==> src/rtl/record_serializer.sv <==
// record_serializer: flattens one NFIELDS-word record per handshake onto a
// WIDTH-bit valid/ready stream, field 0 first, with no bubble between records.
module record_serializer #(
    parameter int WIDTH   = 32,
    parameter int NFIELDS = 5,
    localparam int IW     = (NFIELDS > 1) ? $clog2(NFIELDS) : 1
) (
    input  logic                     clk,
    input  logic                     rst,
    input  logic                     in_valid,
    output logic                     in_ready,
    input  logic [NFIELDS*WIDTH-1:0] in_rec,
    input  logic                     in_default,
    input  logic [WIDTH-1:0]         in_fill,
    output logic                     out_valid,
    input  logic                     out_ready,
    output logic [WIDTH-1:0]         out_data,
    output logic [IW-1:0]            out_idx,
    output logic                     out_last,
    output logic [15:0]              rec_count
);

    typedef enum logic {
        IDLE,
        SEND
    } state_t;

    localparam logic [IW-1:0] LAST_IDX = IW'(NFIELDS - 1);

    state_t                     state;
    state_t                     state_next;
    logic [NFIELDS*WIDTH-1:0]   rec_q;
    logic [IW-1:0]              idx_q;
    logic [15:0]                count_q;

    logic                       sending;
    logic                       at_last;
    logic                       beat;
    logic                       accept;

    // Handshake terms shared by all three processes
    always_comb begin
        sending  = (state == SEND);
        at_last  = sending && (idx_q == LAST_IDX);
        beat     = sending && out_ready;
        in_ready = !sending || (beat && at_last);
        accept   = in_valid && in_ready;
    end

    always_ff @(posedge clk or posedge rst) begin
        if (rst) begin
            state <= IDLE;
        end else begin
            state <= state_next;
        end
    end

    always_comb begin
        state_next = state;
        unique case (state)
            IDLE: begin
                if (accept) begin
                    state_next = SEND;
                end
            end
            SEND: begin
                if (beat && at_last && !accept) begin
                    state_next = IDLE;
                end
            end
            default: state_next = IDLE;
        endcase
    end

    // A reload on the final beat takes priority over the index advance
    always_ff @(posedge clk or posedge rst) begin
        if (rst) begin
            rec_q   <= '0;
            idx_q   <= '0;
            count_q <= '0;
        end else begin
            if (accept) begin
                rec_q <= in_default ? {NFIELDS{in_fill}} : in_rec;
                idx_q <= '0;
            end else if (beat && !at_last) begin
                idx_q <= idx_q + 1'b1;
            end
            if (beat && at_last) begin
                count_q <= count_q + 16'd1;
            end
        end
    end

    always_comb begin
        out_valid = sending;
        out_last  = at_last;
        out_idx   = '0;
        out_data  = '0;
        if (sending) begin
            out_idx  = idx_q;
            out_data = rec_q[int'(idx_q) * WIDTH +: WIDTH];
        end
    end

    assign rec_count = count_q;

endmodule

==> config.mk <==
export PLATFORM = sky130hd
export DESIGN_NAME = record_serializer
export DESIGN_NICKNAME = d
export VERILOG_FILES = /design/src/rtl/record_serializer.sv
export SDC_FILE = /design/constraint.sdc
export NUM_CORES = 1
export LEC_CHECK = 0
export BUFFER_PORTS_ARGS = -buffer_cell sky130_fd_sc_hd__buf_2
export CORE_MARGIN = 1
export CORE_UTILIZATION = 45
export DETAILED_ROUTE_END_ITERATION = 10
export GPL_TIMING_DRIVEN = 0
export HOLD_SLACK_MARGIN = 0.15
export PLACE_DENSITY = 0.7
export SYNTH_ARGS = -nofsm -noshare
export SYNTH_HDL_FRONTEND = slang
export SYNTH_SLANG_ARGS = --single-unit
==> constraint.sdc <==
create_clock -name clk -period 14.6 [get_ports clk]
set_input_delay 0.73 -clock clk [delete_from_list [all_inputs] [get_ports clk]]
set_output_delay 0.73 -clock clk [all_outputs]
set_load 0.02 [all_outputs]
# == After elaboration in Yosys (flattened, before gate mapping) ==
# Cells that the tools add are included.
# totals
ff_bits,180
inputBits,197
elab_cells,28
# op_classes
add_sub_neg,2
eq_ne,1
n_shift,1
muxes,8
n_bitwise,1
n_reduce_logical,11
# op_table
op,count
$mux 160,1
$shiftx 160x9->32,1
$mux 32,1
$add 16x1->16 const B,1
$mux 3,3
$logic_and 1x1->1,6
$add 3x1->3 const B,1
$eq 3x3->1 const B,1
$logic_not 1->1,3
$mux 1,2
$pmux 1 s2,1
$reduce_bool 2->1,1
$logic_or 1x1->1,1
$not 1->1,1

# == Depth between registers and ports, before layout ==
# depth
ltp_word,9
depth_mapped,11
ltp_nobuf,6

# == Least setup slack after synthesis ==
# No wires, ideal clock.
# synth_path
path_kind,flip-flop to output port
from,register idx_q[1]
to,output in_ready
t_arrival_ps,1516
t_required_ps,13870
setup_slack_ps,12354
path_stages_with_launch,8
path_buffers,3
cell_sequence,dfrtp_1 > buf_2 > buf_4 > buf_2 > inv_1 > ha_1 > nand3_1 > nand2_1
# synth_between
elab_chain_cells,4
# synth_lines
item,line,text
from (decl),33,logic [IW-1:0] idx_q;
from (signal assigned),86,idx_q <= idx_q + 1'b1;
$eq 3x3->1,44,at_last = sending && (idx_q == LAST_IDX);
$logic_and 1x1->1,44,
$logic_and 1x1->1,46,in_ready = !sending || (beat && at_last);
$logic_or 1x1->1,46,
to (decl),11,"output logic in_ready,"
# Every way passes these cells.

# == Final worst setup path ==
# layout_path
from,register idx_q[0]
to,output out_data[15]
# layout_between
elab_chain_cells,2
# layout_lines
item,line,text
$shiftx 160x9->32,101,out_data = rec_q[int'(idx_q) * WIDTH +: WIDTH];
$mux 32,99,if (sending) begin
to (decl),17,"output logic [WIDTH-1:0] out_data,"
# Every way passes these cells.

==> metrics.txt <==
CP arrival 2.69 ns; Synth cell types 33; Final Util 0.564; CTS tree yes; vias in the first global route 8804; Hold Slack 0.380 ns; cell count after placement 1574; CP cell instances buf_2 > nor2b_1 > clkbuf_1 > clkbuf_1 > nand2_1 > o221ai_1 > and2_1 > buf_2; via count 8956; Post-Synth Adder-Cell Area 0.00391; Setup CP Type reg2out; Iter 0 DRT Violations 556; period utilisation layout 0.234; register bit total from synthesis 180; drc violations 0; Net Sw Power 1.04 mW; TritonRoute pass-1 iters 5; die area 21900 µm²; post-DP HPWL 22.3 mm; Post-synth EDFFs 0; LEAKAGE 5.27 nW; compound-cell area share of the yosys netlist 0.230; die width 148 µm; via/cell ratio 5.57; dominant synthesized flop cell dfrtp_1; Rows 53; layout cell share with drive strength beyond 1 0.334; FMAX 0.293 GHz; initial antenna violation count 1; Worst Skew 0.00791 ns; ys async rst share 1.00; Root Driver clkbuf_16; Final TNS setup 0 ns; Boundary Pins 251; first-pass GRT wire length 48.0 mm; post-route design area 11800 µm²; final slew viol count 0; main combinational cell family by area after synthesis compound AO/OA/AOI/OAI gates; PortBufs 249; CTS buffer count 17; Final WS setup 11.18 ns; Gates resized, CTS repair 0; Final setup violation count 0; Mean Syn Cell Area 9.15 µm²; gp weighted congestion 0.833; CTS H-tree depth 4; Final ANT Viol Nets 0; synth-to-layout area growth 23.1%; Layout fillers 2007; area of the core 21000 µm²; Hold WC Path Type in2async; sw frac 0.409; Clock transition at path regs 0.07 ns; Clock power frac 0.185; nets 1518; Reg area 4500 µm²; max incr delay on CP 0.47 ns; GRT Total Usage 0.290; multiplexer share of the synthesized area 0.0709; CP bufs+invs 4; RSZ-0062 raised after global routing no; Cells after Synth 1049; Critical Path End Type primary output; Flop pwr share 0.341; P per Cell Area 214 nW/µm²; drt wl/cell 19.5 µm; Multi-input gate area 4580 µm²; Cell Area, Synth 9600 µm²; hold_buf cts 0; combinational power share 0.473; Post-Synth XOR/XNOR Area 0.0137; count of final hold-check violations 0; syn_nets 1249; Crit path required time 13.87 ns; crit start category flop; Worst path top cell family by delay buffers and inverters; post-synthesis simple-gate area fraction 0.158; yosys warns 0; Tot Pwr 2.53 mW; Max Buffers Root-to-Sink 2; dpl ws 11.72 ns; min Tclk post-route 3.42 ns; TritonCTS Sinks 180; gr ovfl total 0; sequential area share after synthesis 0.469; DP Area 11200 µm²; Max-Cap Viols 0; status complete, no violations; worst slew pin tran 0.732 ns; final WL 31.4 mm; critical path fanouts, max 10; worst vdd rail ir drop 85.1 µV; Internal 1.49 mW; Die Span Y 148 µm; Post-CTS Setup Bufs 0; final non-filler cell total 1607; Skew-Pair Late Insertion Delay 0.43 ns; largest net degree at the start of global routing 92; slowest CP cell clkbuf_1; starting density of the core 0.458; Slew Limit Headroom 0.512
==> final timing paths <==
kind / start / slack (ns) / to / cells past startpoint
setup / recovery: idx_q[0]$_DFFE_PP0P_ / 11.18 / out_data[15] / 8
hold / removal: rst / 0.38 / rec_q[5]$_DFFE_PP0P_ / 2
setup reg to reg: idx_q[1]$_DFFE_PP0P_ / 11.84 / rec_q[63]$_DFFE_PP0P_ / 10
hold reg to reg: rec_count[15]$_DFFE_PP0P_ / 0.46 / rec_count[15]$_DFFE_PP0P_ / 1
max in group asynchronous: rst / 13.36 / rec_q[85]$_DFFE_PP0P_ / 3
min in group clk: rec_count[15]$_DFFE_PP0P_ / 0.46 / rec_count[15]$_DFFE_PP0P_ / 1
==> Yosys cell counts, drive strengths merged, types with 9 or more instances <==
cell type / number / area, µm²
a21oi: 321 / 1870
and2: 67 / 419
buf: 52 / 373
clkbuf: 35 / 131
dfrtp: 180 / 4500
mux2: 32 / 360
mux2i: 32 / 320
nand2: 77 / 289
nand3: 9 / 50.1
nor2: 162 / 608
o221ai: 32 / 280
xnor2: 10 / 87.6
==> metal layers <==
layer  global-route usage  part of all wire  vias up
li1                     -                 -     4171
met1                0.396              0.44     4320
met2                0.464              0.46      406
met3               0.0423             0.067       59
met4                0.116             0.031        0
met5                    0                 0        -
==> power by group through the flow <==
stage	Combinational [mW]	Clock [mW]	Sequential, mW
floorplan	0.860	0	0.837
global placement	1.16	0	0.858
detailed placement	1.19	0	0.866
CTS	1.19	0.471	0.859
global route	1.31	0.489	0.889
finish	1.20	0.469	0.863
==> sequential cells by signal (all words and copies together) (netlist names) <==
register,flops
idx_q,3
out_valid,1
rec_count,16
rec_q,160
==> layout make-up <==
type	instances	area share
Antenna cell	1	0.000212
Clock buffer	18	0.0372
Inverter	4	0.00191
Multi-Input combinational cell	778	0.387
Buffer	87	0.0427
Sequential cell	180	0.381
Clock inverter	14	0.0129
Tap cell	275	0.0291
Timing Repair Buffer	250	0.108
==> worst reg2reg max path: stages, from the launching register on <==
cell and delay [ns]:
dfrtp_1 0.38, buf_2 0.16, buf_4 0.20, buf_2 0.24
inv_1 0.11, ha_1 0.32, nand3_1 0.16, a21boi_2 0.32
buf_2 0.32, buf_2 0.31, a21oi_1 0.12
==> layout by cell type, fill, tap and decap left out, drive strengths merged <==
cell type / Yosys / layout
buf: 52 / 302
diode: 0 / 1
o221ai: 32 / 32
or2: 1 / 1
and4: 2 / 2
nand4: 7 / 7
and3: 1 / 1
nor2b: 3 / 3
a22o: 2 / 2
ha: 3 / 3
nand2b: 1 / 1
dfrtp: 180 / 180
bufinv: 0 / 2
nand3: 9 / 9
clkbuf: 35 / 53
clkinv: 0 / 6
o21ai: 4 / 4
xor2: 5 / 5
clkinvlp: 0 / 3
mux2i: 32 / 32
a21boi: 1 / 1
nand2: 77 / 77
nor4: 2 / 2
a21oi: 321 / 321
mux2: 32 / 32
o2bb2ai: 1 / 1
and2: 67 / 67
nor3: 3 / 3
xnor2: 10 / 10
nor2: 162 / 162
inv: 4 / 7
==> kinds of logic after synthesis <==
logic type | after synthesis
xor+xnor | 15
fa+ha+maj | 3
buf+inv | 91
simple gates | 335
flops | 180
compound gates | 361
mux | 64
Power figures use the tool's default switching activity.
